## config.mk

```make
export PLATFORM = sky130hd
export DESIGN_NAME = seg7_scan_encoder
export DESIGN_NICKNAME = d
export VERILOG_FILES = /design/src/rtl/seg7_pkg.sv /design/src/rtl/seg7_pattern_enc.sv /design/src/rtl/seg7_scan_encoder.sv
export SDC_FILE = /design/constraint.sdc
export NUM_CORES = 1
export LEC_CHECK = 0
export BUFFER_PORTS_ARGS = -buffer_cell sky130_fd_sc_hd__buf_2
export CAP_MARGIN = 0
export CORE_MARGIN = 1.5
export CORE_UTILIZATION = 35
export DETAILED_ROUTE_END_ITERATION = 16
export SLEW_MARGIN = 20
export SYNTH_ARGS = -nofsm -noshare
export SYNTH_HDL_FRONTEND = slang
export SYNTH_SLANG_ARGS = --single-unit
```

## constraint.sdc

```tcl
create_clock -name clk -period 3.2 [get_ports clk]
set_input_delay 0.64 -clock clk [delete_from_list [all_inputs] [get_ports clk]]
set_output_delay 0.64 -clock clk [all_outputs]
set_load 0.02 [all_outputs]
```

## src/rtl/seg7_pkg.sv

```systemverilog
// Shared constants and types for the seven-segment scan encoder.
// The segment patterns are active-high {a,b,c,d,e,f,g}.
package seg7_pkg;

    localparam logic [6:0] SEG_0     = 7'b1111110;
    localparam logic [6:0] SEG_1     = 7'b0110000;
    localparam logic [6:0] SEG_2     = 7'b1101101;
    localparam logic [6:0] SEG_3     = 7'b1111001;
    localparam logic [6:0] SEG_4     = 7'b0110011;
    localparam logic [6:0] SEG_5     = 7'b1011011;
    localparam logic [6:0] SEG_6     = 7'b1011111;
    localparam logic [6:0] SEG_7     = 7'b1110000;
    localparam logic [6:0] SEG_8     = 7'b1111111;
    localparam logic [6:0] SEG_9     = 7'b1111011;
    localparam logic [6:0] SEG_BLANK = 7'b0000000;

    localparam logic [3:0] BCD_NONE = 4'hF;

    typedef enum logic {COLLECT, PRESENT} state_t;

    typedef struct packed {
        logic [3:0] bcd;
        logic       blank;
        logic       err;
    } seg_dec_t;

    localparam seg_dec_t DEC_BLANK = '{bcd: BCD_NONE, blank: 1'b1, err: 1'b0};

endpackage

```

## src/rtl/seg7_pattern_enc.sv

```systemverilog
// Combinational map from an active-high segment pattern to BCD.
// Anything that is neither a digit nor all-off is flagged as an error.
module seg7_pattern_enc
    import seg7_pkg::*;
(
    input  logic [6:0] seg,
    output seg_dec_t   dec
);

    logic [3:0] bcd;
    logic       blank;

    always_comb begin
        bcd   = BCD_NONE;
        blank = 1'b0;
        case (seg)
            SEG_0:     bcd = 4'd0;
            SEG_1:     bcd = 4'd1;
            SEG_2:     bcd = 4'd2;
            SEG_3:     bcd = 4'd3;
            SEG_4:     bcd = 4'd4;
            SEG_5:     bcd = 4'd5;
            SEG_6:     bcd = 4'd6;
            SEG_7:     bcd = 4'd7;
            SEG_8:     bcd = 4'd8;
            SEG_9:     bcd = 4'd9;
            SEG_BLANK: blank = 1'b1;
            default:   ;
        endcase
    end

    assign dec = '{bcd: bcd, blank: blank, err: (bcd == BCD_NONE) && !blank};

endmodule

```

## src/rtl/seg7_scan_encoder.sv

```systemverilog
// Watches a multiplexed seven-segment bus, captures each digit once its
// pattern is stable and presents complete frames on a valid/ready port.
module seg7_scan_encoder
    import seg7_pkg::*;
#(
    parameter int NUM_DIGITS     = 4,
    parameter int STABLE_CYCLES  = 3,
    parameter bit SEG_ACTIVE_LOW = 1'b0
) (
    input  logic                    clk,
    input  logic                    rst_n,
    input  logic [6:0]              seg_i,
    input  logic [NUM_DIGITS-1:0]   dig_sel_i,
    output logic                    out_valid,
    input  logic                    out_ready,
    output logic [4*NUM_DIGITS-1:0] out_bcd,
    output logic [NUM_DIGITS-1:0]   out_blank,
    output logic [NUM_DIGITS-1:0]   out_err,
    output logic                    frame_drop
);

    localparam int             CW      = $clog2(STABLE_CYCLES + 1);
    localparam logic [CW-1:0]  CNT_MAX = CW'(STABLE_CYCLES);
    localparam logic [CW-1:0]  CAP_AT  = CW'(STABLE_CYCLES - 1);

    logic [6:0]            seg_pol;
    seg_dec_t              dec;
    logic [6:0]            prev_seg;
    logic [NUM_DIGITS-1:0] prev_sel;
    logic [CW-1:0]         cnt, cnt_nxt;
    logic                  onehot, match, capture, full;
    logic [NUM_DIGITS-1:0] cap_mask, seen, seen_nxt;
    state_t                state;

    seg_dec_t [NUM_DIGITS-1:0] slot, slot_nxt;
    logic [4*NUM_DIGITS-1:0]   frm_bcd;
    logic [NUM_DIGITS-1:0]     frm_blank, frm_err;

    assign seg_pol = SEG_ACTIVE_LOW ? ~seg_i : seg_i;

    seg7_pattern_enc u_enc (
        .seg (seg_pol),
        .dec (dec)
    );

    // Counter holds (identical cycles - 1) and saturates one past the capture
    // point, so a long dwell captures exactly once.
    assign onehot   = $onehot(dig_sel_i);
    assign match    = onehot && (seg_i == prev_seg) && (dig_sel_i == prev_sel);
    assign cnt_nxt  = match ? ((cnt == CNT_MAX) ? cnt : cnt + 1'b1) : '0;
    assign capture  = onehot && (cnt_nxt == CAP_AT);
    assign cap_mask = capture ? dig_sel_i : '0;
    assign seen_nxt = seen | cap_mask;
    assign full     = &seen_nxt;

    for (genvar g = 0; g < NUM_DIGITS; g++) begin : g_slot
        assign slot_nxt[g]       = cap_mask[g] ? dec : slot[g];
        assign frm_bcd[4*g +: 4] = slot_nxt[g].bcd;
        assign frm_blank[g]      = slot_nxt[g].blank;
        assign frm_err[g]        = slot_nxt[g].err;
    end

    always_ff @(posedge clk or negedge rst_n) begin
        if (!rst_n) begin
            prev_seg <= '0;
            prev_sel <= '0;
            cnt      <= '0;
            slot     <= {NUM_DIGITS{DEC_BLANK}};
        end else begin
            prev_seg <= seg_i;
            prev_sel <= dig_sel_i;
            cnt      <= cnt_nxt;
            slot     <= slot_nxt;
        end
    end

    always_ff @(posedge clk or negedge rst_n) begin
        if (!rst_n) begin
            state      <= COLLECT;
            seen       <= '0;
            out_valid  <= 1'b0;
            out_bcd    <= {NUM_DIGITS{BCD_NONE}};
            out_blank  <= '1;
            out_err    <= '0;
            frame_drop <= 1'b0;
        end else begin
            frame_drop <= 1'b0;
            seen       <= seen_nxt;
            case (state)
                COLLECT: begin
                    if (full) begin
                        state     <= PRESENT;
                        seen      <= '0;
                        out_valid <= 1'b1;
                        out_bcd   <= frm_bcd;
                        out_blank <= frm_blank;
                        out_err   <= frm_err;
                    end
                end
                PRESENT: begin
                    if (out_ready) begin
                        if (full) begin
                            seen      <= '0;
                            out_bcd   <= frm_bcd;
                            out_blank <= frm_blank;
                            out_err   <= frm_err;
                        end else begin
                            state     <= COLLECT;
                            out_valid <= 1'b0;
                        end
                    end else if (full) begin
                        // Consumer still holds the old frame: discard the new one.
                        frame_drop <= 1'b1;
                        seen       <= '0;
                    end
                end
                default: state <= COLLECT;
            endcase
        end
    end

endmodule

```

Yosys cells after proc, flatten, opt, wreduce, memory -nomap -nowiden
Index checks and enable logic that the tools add are counted.
- bitwise logic cells: 2
- add/subtract/negate cells: 4
- reductions and logical operators: 8
- mux-type cells: 28
- equal/unequal tests: 19
- operators by type and width (kind ; number):
    7-bit equality test (second input constant) ; 8
    4-bit one-hot mux with 10 select lines ; 1
    16-bit two-way mux ; 2
    16-bit one-hot mux with 2 select lines ; 1
    4-bit two-way mux ; 6
    6-bit two-way mux ; 4
    4-bit one-hot mux with 2 select lines ; 2
    7-bit by 6-bit equality test with 1-bit output (second input constant) ; 2
    1-bit two-way mux ; 8
    7-bit equality test ; 1
    7-bit zero test ; 1
    2-bit != test (second input constant) ; 3
    1-bit by 1-bit adder with 2-bit output ; 2
    2-bit equality test (second input constant) ; 2
    4-bit equality test ; 1
    4-bit equality test (second input constant) ; 1
    1-bit logical AND ; 4
    2-bit two-way mux ; 2
    4-bit bitwise OR ; 1
    1-bit one-hot mux with 2 select lines ; 2
    4-bit AND reduction ; 1
    2-bit by 2-bit adder with 3-bit output ; 1
    3-bit by 1-bit equality test with 1-bit output (second input constant) ; 1
    3-bit AND reduction ; 1
    other kinds (3) ; 3
- flip-flop bits (word level): 68
- logic and storage cells: 83
- bits of input ports: 14
- output and inout bits: 26

Longest topological paths before layout
Gate-level depths: netlist of the first run.
- word-level depth: 14
- mapped depth: 12
- mapped depth without buffers: 11

Cells and area by module
From an unflattened synthesis of the first run, not the netlist that was laid out.
- cells, all modules: 211
- area total of the unflattened synthesis: 3012.9 µm²
- by module, submodules not included (module ; area each (µm²) ; cells each ; times used ; seq. area each (µm²)):
    seg7_scan_encoder ; 2753.9 ; 173 ; 1 ; 1751.7
    seg7_pattern_enc ; 259.0 ; 38 ; 1 ; 0.0

Worst setup path after synthesis of the first run
No wires, ideal clock.
- path kind: input-to-reg
- start: input port dig_sel_i[0]
- end: register out_err[0]
- path buffers: 1
- slack: -0.605 ns
- stages: 12
- setup time: 0.125 ns
- required time: 3.075 ns
- arrival: 3.679 ns
- cell sequence: inv_1 -> fa_1 -> inv_1 -> ha_1 -> ha_1 -> nor3b_2 -> nand4_2 -> nor4_4 -> a21oi_1 -> nor4_4 -> buf_6 -> mux2_4
- longest elaborated chain between the ends: 14
- elaborated cells on any way between the ends: 16
- those cells by class: 2 x add/sub; 3 x eq/ne; 6 x mux; 1 x bitwise; 4 x reduce/logical
- RTL lines (item ; RTL line ; source):
    start, declared ; seg7_scan_encoder.sv:13 ; input logic [NUM_DIGITS-1:0] dig_sel_i,
    1-bit by 1-bit adder with 2-bit output (not written as such) ; seg7_scan_encoder.sv:48 ; assign onehot = $onehot(dig_sel_i);
    2-bit by 2-bit adder with 3-bit output (not written as such) ; seg7_scan_encoder.sv:48 ;
    3-bit by 1-bit equality test with 1-bit output ; seg7_scan_encoder.sv:48 ;
    1-bit logical AND (2 in a row) ; seg7_scan_encoder.sv:49 ; assign match = onehot && (seg_i == prev_seg) && (dig_sel_i == prev_sel);
    2-bit two-way mux ; seg7_scan_encoder.sv:50 ; assign cnt_nxt = match ? ((cnt == CNT_MAX) ? cnt : cnt + 1'b1) : '0;
    2-bit equality test ; seg7_scan_encoder.sv:51 ; assign capture = onehot && (cnt_nxt == CAP_AT);
    1-bit logical AND ; seg7_scan_encoder.sv:51 ;
    4-bit two-way mux (*) ; seg7_scan_encoder.sv:52 ; assign cap_mask = capture ? dig_sel_i : '0;
    4-bit bitwise OR ; seg7_scan_encoder.sv:53 ; assign seen_nxt = seen | cap_mask;
    4-bit AND reduction ; seg7_scan_encoder.sv:54 ; assign full = &seen_nxt;
    4-bit two-way mux (*) ; seg7_scan_encoder.sv:91, seg7_scan_encoder.sv:102 ;
    4-bit two-way mux ; seg7_scan_encoder.sv:101 ; if (out_ready) begin
    4-bit one-hot mux with 2 select lines (*) ; seg7_scan_encoder.sv:89 ; case (state)
    end signal, assigned ; seg7_scan_encoder.sv:97 ; out_err <= frm_err;
    end signal, assigned ; seg7_scan_encoder.sv:106 ; out_err <= frm_err;
    end, declared ; seg7_scan_encoder.sv:18 ; output logic [NUM_DIGITS-1:0] out_err,
Mark *: on every way between the ends. The rest lies on a longest branch, timed or not. The select of a mux whose other input is x is not followed.
A chain may end at the register's enable or synchronous reset.

Worst setup path in the final report of the first run
Ends and elaborated chain as after synthesis.

==> run_results.csv, run 1 <==
group,metric,value,unit
outcome,status,"complete, but fails checks",
outcome,violations,"negative setup slack",
route,finalWirelength,6.12,mm
grt,grt_pass1_wl,10.0,mm
floorplanning,core_area,8680,sq um
clock_network,root_buffer,"clkbuf_8",
clock_network,cts_buffers,9,
grt,grt.total_usage,0.136,
synthesis,syn-num-nets,230,
grt,grt_max_degree,69,
finish,fin_area,4020,sq um
clock_network,clock_path_buffers,2,
worst_hold_path,min_path_type,"primary input to asynchronous set/reset pin",
critical_path,cpMaxStageDelayCell,"fa_1",
critical_path,cp_slowest_stage_delay,530,ps
place,dp_slack,-560,ps
sta,hold_ws,319,ps
finish,utilization,0.464,
floorplanning,fp.dieH,97.2,um
sta,fin_ws,-120,ps
sta,timing_hold_violations_final,0,
place,placement.cell_area,3600,sq um
power_and_ir_drop,ir_drop,281,uV
synthesis,synthDistinctLibCells,43,
critical_path,crit_type,"primary input to register",
critical_path,crit_fanout,6,
critical_path,r2r_setup_slack,760,ps
place,place_congestion,0.783,
critical_path,rr_startpoint,"prev_seg[4]",
route,vias,1899,
place,place_hpwl,3.89,mm
floorplanning,num_rows,34,
finish,antenna_cells,0,
floorplanning,fp.dieW,97.2,um
sta,worst_pin_slew,417,ps
synthesis,syn_inst,213,
synthesis,yosysWarnings,0,
critical_path,cp-end-kind,"register",
critical_path,worstPathArrival,3550,ps
route,ant_nets,0,
finish,drive_gt1_frac,0.692,
synthesis,synth_area_leaders,"dfstp_2 (34%), dfrtp_1 (23%), mux2_2 (10%)",
grt,grt_pass1_vias,1965,
critical_path,cp_cell_sequence,"buf_8, inv_8, fa_1, inv_1, ha_2, ha_4, nor3b_4, buf_6, buf_6, nand3_2, nor4_4, o22ai_2, nor4_4, buf_4, buf_12, mux2_4",
sta,rsz0062_at_grt,"true",
finish,mostFrequentLayoutCells,"dfstp_2 (40), buf_2 (37), dfrtp_1 (28), mux2_2 (24), mux2_4 (24)",
route,drcViolationCount,0,
grt,grt_overflow,0,
critical_path,rr_worst_depth,9,
finish,fin_nets,301,
finish,syn2layout_area_growth,29.5,%
finish,layout_commonest_cell,"dfstp_2",
synthesis,yosysTopAreaCellShare,0.338,
critical_path,worstPathRequired,3430,ps
power_and_ir_drop,power_density,441,nW/um^2
floorplanning,initial_core_util,0.358,
sta,fin_crit,3320,ps
floorplanning,ios,40,
clock_network,cts_hold_buf,0,
route,drt_iter0_markers,60,
clock_network,clock-sinks,68,
floorplanning,floorplan.die_area,9450,sq um
critical_path,worstReg2RegEnd,"out_err[0]",
clock_network,clk_latency,340,ps
synthesis,syn-cell-area,3110,sq um
route,viasPerCell,4.78,
critical_path,cp-start-kind,"primary input",
route,wl_per_cell,15.4,um
clock_network,clkTransAtPathRegs,70,ps
power_and_ir_drop,p_leak,1.85,nW
synthesis,synth_top_cell_by_area,"dfstp_2",
synthesis,synth-seq-cells,68,
power_and_ir_drop,finalPower,0.00177,W
job,cap_violations,0,
grt,antenna_found_initial,0,
sta,timing.slew.headroom,0.722,
place,port_buffers,39,
sta,slew_viol_final,0,
synthesis,synth_area_per_cell,14.6,sq um
clock_network,cts_tree,"yes",
clock_network,ctsHtreeMaxLevel,3,
sta,fin_crit_sh,1.04,
sta,timing.fmax,301,MHz
sta,finalClockSkew,9.69,ps
sta,setup_viol,24,
synthesis,synth-seq-area-share,0.564,
route,dr.pass1.iters,4,
==> final cells by class <==
cell class | count | area, sq um
clock buffer | 10 | 128
clock inverter | 6 | 88.8
fill | 822 | 4660
inverter | 7 | 33.8
multi-input combinational | 130 | 1380
sequential | 68 | 1750
tap | 108 | 135
timing repair buffer | 68 | 502
==> how the worst max path moves through the flow <==
stage | to | depth (start not counted) | start | slack, ps
6_report | out_err[0] | 16 | dig_sel_i[0] | -120
5_1_grt | out_err[0] | 16 | dig_sel_i[0] | -200
4_1_cts | out_bcd[13] | 16 | dig_sel_i[0] | -140
3_5_place_dp | out_err[0] | 13 | dig_sel_i[0] | -560
3_3_place_gp | out_err[3] | 13 | dig_sel_i[0] | -510
2_1_floorplan | out_err[0] | 12 | dig_sel_i[0] | -430
==> registers in the layout, summed over array words and instances (netlist names) <==
register,cells
out_bcd,16
slot,24
out_blank,4
prev_seg,7
out_err,4
out_valid,1
prev_sel,4
cnt,2
seen,4
frame_drop,1
state,1
==> where the power goes <==
| group | total (W) | leakage (nW) | switching, W | internal (W) |
|---|---|---|---|---|
| clock network | 0.000760 | 0.102 | 0.000321 | 0.000438 |
| registers | 0.000873 | 0.773 | 0.00000429 | 0.000869 |
| logic | 0.000140 | 0.975 | 0.0000785 | 0.0000619 |
| total | 0.00177 | 1.85 | 0.000404 | 0.00137 |
==> layer usage <==
| metal | track usage | up-vias | share of wire |
|---|---|---|---|
| met3 | 0.0496 | 7 | 0.041 |
| met1 | 0.183 | 959 | 0.49 |
| met4 | 0.0363 | 0 | 0.012 |
| li1 | - | 895 | - |
| met2 | 0.209 | 38 | 0.46 |
| met5 | 0 | - | 0 |
==> synthesized netlist by cell type, drive strengths merged <==
| library cell | n |
|---|---|
| mux2 | 48 |
| o221ai | 1 |
| a21boi | 1 |
| o2111ai | 2 |
| nor4b | 1 |
| buf | 8 |
| fa | 1 |
| dfstp | 40 |
| nand2 | 9 |
| a21oi | 4 |
| o31ai | 1 |
| nor3b | 2 |
| nor3 | 1 |
| and3 | 2 |
| o22ai | 2 |
| or3b | 1 |
| or4 | 1 |
| nand3 | 4 |
| ha | 2 |
| nor2 | 8 |
| and2 | 4 |
| o21ai | 3 |
| and3b | 2 |
| xnor2 | 11 |
| nor4 | 8 |
| dfrtp | 28 |
| o32a | 1 |
| nor2b | 3 |
| nor4bb | 1 |
| nand4 | 5 |
| or2 | 1 |
| inv | 7 |
==> stage by stage <==
step / cells / setup TNS [ps]
after CTS: 397 / -2470
after global routing: 397 / -3840
after detailed placement: 370 / -17080
after floorplan: 213 / -9240
final: 397 / -1730
after global placement: 370 / -15330
==> timing repair <==
item                                    in CTS  in global routing
gates cloned                                 3                  0
setup buffers                                8                  2
gates resized for setup                     20                  7
pin swaps                                    4                  2
endpoints found under the setup margin      24                 27
==> kinds of logic (layout without fill, tap and decap cells) <==
logic type,count (synthesis),count (layout),synth area share
AND/OR/NAND/NOR,53,53,0.128
multiplexers,48,48,0.186
flip-flops,68,68,0.564
XOR/XNOR,11,11,0.0455
adder cells (fa/ha/maj),3,3,0.0145
AO/OA/AOI/OAI,15,15,0.0350
buffers and inverters,15,91,0.0274
==> worst max-delay path, delay by kind of cell <==
kind	cells	cell delay [ps]
fa+ha+maj	3	920
simple gates	4	780
compound gates	1	140
buf+inv	7	770
mux	1	300
Power figures use the tool's default switching activity.
==> inputs of run 2 (changes only) <==
--- a/config.mk
+++ b/config.mk
@@ -5,6 +5,7 @@
 export SDC_FILE = /design/constraint.sdc
 export NUM_CORES = 1
 export LEC_CHECK = 0
+export ABC_AREA = 1
 export BUFFER_PORTS_ARGS = -buffer_cell sky130_fd_sc_hd__buf_2
 export CAP_MARGIN = 0
 export CORE_MARGIN = 1.5
==> constraint.sdc (replaced) <==
create_clock -name clk -period 3.2 [get_ports clk]
set_input_delay 0 -clock clk [delete_from_list [all_inputs] [get_ports clk]]
set_output_delay 0 -clock clk [all_outputs]
set_load 0.02 [all_outputs]
==> run_results.csv, run 2 <==
group,metric,value,unit
outcome,status,"complete, but fails checks",
outcome,violations,"design-rule violations",
critical_path,r2r_setup_slack,1210,ps
synthesis,yosysTopAreaCellShare,0.326,
floorplanning,ios,40,
route,dr.pass1.iters,10,
critical_path,critical_path.startpoint,"dig_sel_i[0]",
synthesis,syn-cell-area,3220,sq um
critical_path,rr_worst_depth,11,
floorplanning,fp.dieH,98.9,um
sta,finalClockSkew,9.20,ps
finish,largest-register,"slot",
critical_path,cp-start-kind,"primary input",
route,vias,2534,
place,place_hpwl,4.82,mm
floorplanning,floorplan.die_area,9790,sq um
synthesis,synthFlopType,"dfstp_2",
clock_network,clock_path_buffers,2,
route,drcViolationCount,8,
clock_network,cts_buffers,9,
sta,rsz0062_at_grt,"false",
clock_network,cts_tree,"yes",
grt,grt_pass1_wl,11.5,mm
synthesis,synth-seq-cells,68,
synthesis,synth_area_per_cell,8.63,sq um
finish,layout_commonest_cell,"nand2_1",
grt,grt_pass1_vias,2417,
floorplanning,initial_core_util,0.366,
critical_path,worstPathArrival,3270,ps
sta,slew_viol_final,0,
synthesis,synth_common_cells,"nand2_1 (174), dfstp_2 (40), inv_1 (31), dfrtp_1 (28), nand2_2 (22)",
finish,syn2layout_area_growth,22.5,%
clock_network,clock-sinks,68,
power_and_ir_drop,seqPwrFrac,0.530,
route,drt_iter0_markers,108,
synthesis,yosysMostFrequentCell,"nand2_1",
finish,mostFrequentLayoutCells,"nand2_1 (173), dfstp_2 (40), buf_2 (39), inv_1 (30), dfrtp_1 (28)",
route,viasPerCell,4.57,
clock_network,ctsHtreeMaxLevel,3,
power_and_ir_drop,internal_power,0.00121,W
floorplanning,fp.dieW,98.9,um
critical_path,rr_startpoint,"prev_sel[0]",
synthesis,yosysWarnings,0,
place,port_buffers,39,
route,finalWirelength,7.32,mm
place,dp_slack,297,ps
grt,grt.total_usage,0.151,
floorplanning,num_rows,34,
clock_network,clk_latency,350,ps
power_and_ir_drop,p_leak,2.05,nW
critical_path,cp-end-kind,"register",
synthesis,syn-num-nets,390,
synthesis,synth_top_cell_by_area,"dfstp_2",
clock_network,root_buffer,"clkbuf_8",
grt,grt_overflow,0,
sta,fin_crit,2990,ps
job,cap_violations,0,
power_and_ir_drop,p_switching,0.000454,W
sta,setup_viol,0,
critical_path,crit_type,"primary input to register",
power_and_ir_drop,ir_drop,202,uV
clock_network,clkTransAtPathRegs,80,ps
sta,timing.fmax,335,MHz
sta,worst_pin_slew,787,ps
critical_path,worstReg2RegEnd,"out_bcd[0]",
sta,tns,0,ps
sta,fin_crit_sh,0.934,
grt,grt_max_degree,36,
critical_path,cp-endpoint,"out_bcd[0]",
critical_path,worstPathRequired,3480,ps
synthesis,synth-seq-area-share,0.544,
power_and_ir_drop,pwr-share-clk,0.394,
synthesis,synthDistinctLibCells,30,
power_and_ir_drop,power_density,422,nW/um^2
route,wl_per_cell,13.2,um
critical_path,crit_fanout,12,
synthesis,async_flop_share,1.00,
synthesis,synth_edf_count,0,
route,ant_nets,0,
finish,fin_nets,459,
finish,drive_gt1_frac,0.345,
synthesis,syn_inst,373,
grt,antenna_found_initial,0,
power_and_ir_drop,switching_share,0.272,
sta,timing_hold_violations_final,0,
finish,fill_cells,866,
sta,timing.slew.headroom,0.475,
finish,antenna_cells,0,
floorplanning,core_area,8810,sq um
sta,fin_ws,211,ps
place,place_congestion,0.841,
worst_hold_path,min_path_type,"primary input to asynchronous set/reset pin",
synthesis,synth_area_leaders,"dfstp_2 (33%), dfrtp_1 (22%), nand2_1 (20%)",
finish,largest_reg_flops,24,
power_and_ir_drop,combPwrFrac,0.076,
finish,largestRegisters,"slot: 24 flops, out_bcd: 16 flops, prev_seg: 7 flops",
## run 2: power groups by stage
| stage | Combinational (W) | Sequential, W | Clock, W |
|---|---|---|---|
| 6_report | 0.000126 | 0.000882 | 0.000657 |
| 5_1_grt | 0.000144 | 0.000884 | 0.000715 |
| 4_1_cts | 0.000126 | 0.000882 | 0.000679 |
| 3_5_place_dp | 0.000113 | 0.000897 | 0 |
| 3_3_place_gp | 0.000110 | 0.000896 | 0 |
| 2_1_floorplan | 0.0000572 | 0.000899 | 0 |
## run 2: worst min path at each step
stage | to | startpoint | depth (start not counted) | slack (ps)
final | seen[3] | rst_n | 2 | 270
after floorplan | cnt[0] | rst_n | 0 | -300
after CTS | frame_drop | rst_n | 2 | 290
after detailed placement | frame_drop | rst_n | 1 | 140
after global placement | out_valid | rst_n | 1 | 120
after global routing | frame_drop | rst_n | 2 | 340
## run 2: stage by stage
| step | cells | cell area, sq um | util | power, W | hold slack, ps |
|---|---|---|---|---|---|
| CTS | 547 | 3820 | 0.434 | 0.00169 | 291 |
| global route | 555 | 3940 | 0.448 | 0.00174 | 335 |
| floorplan | 373 | 3220 | - | 0.000956 | -296 |
| finish | 555 | 3940 | 0.448 | 0.00166 | 268 |
| global placement | 518 | 3510 | 0.398 | 0.00101 | 125 |
| detailed placement | 518 | 3510 | 0.398 | 0.00101 | 137 |
## run 2: worst max-delay path, cell delays in order
cell and delay [ps]:
dlygate4sd3_1 520, buf_2 140, inv_2 60, fa_1 530
inv_1 40, ha_1 170, ha_1 280, nor2_2 130
nand2_2 90, nor2_1 110, nand2_1 90, nor2_4 140
nand4_1 110, nand2_1 100, nand2_2 100, nor2_8 240
nand2_8 170, clkinv_16 120, nand2_1 60, nand2_1 60
## run 2: per-layer routing
layer  part of all wire  vias up  track usage
met5                  0        -            0
met4              0.019        0       0.0549
met3              0.053       13       0.0404
met2               0.45       58        0.233
met1               0.48     1187        0.204
li1                   -     1276            -
## run 2: area by class of cell
class	instances	area, sq um	share of cell area
Tap cell	108	135	0.0343
Timing Repair Buffer	58	395	0.100
Inverter	43	188	0.0476
Multi-Input combinational cell	260	1260	0.320
Sequential cell	68	1750	0.444
Timing Repair inverter	2	27.5	0.00698
Clock inverter	7	58.8	0.0149
Clock buffer	9	124	0.0314
## run 2: logic make-up (layout without fill, tap and decap cells)
family,Yosys count,in the layout,share of synthesized area
flip-flops,68,68,0.544
adder cells (fa/ha/maj),3,3,0.0140
XOR/XNOR,2,2,0.00544
AO/OA/AOI/OAI,12,12,0.0218
AND/OR/NAND/NOR,241,243,0.343
buffers and inverters,47,119,0.0723
## run 2: repair_timing
action	CTS	global route
setup buffers	0	4
resized for setup	0	8
endpoints found under the setup margin	0	24
hold buffers	13	0
hold endpoints to repair	32	0
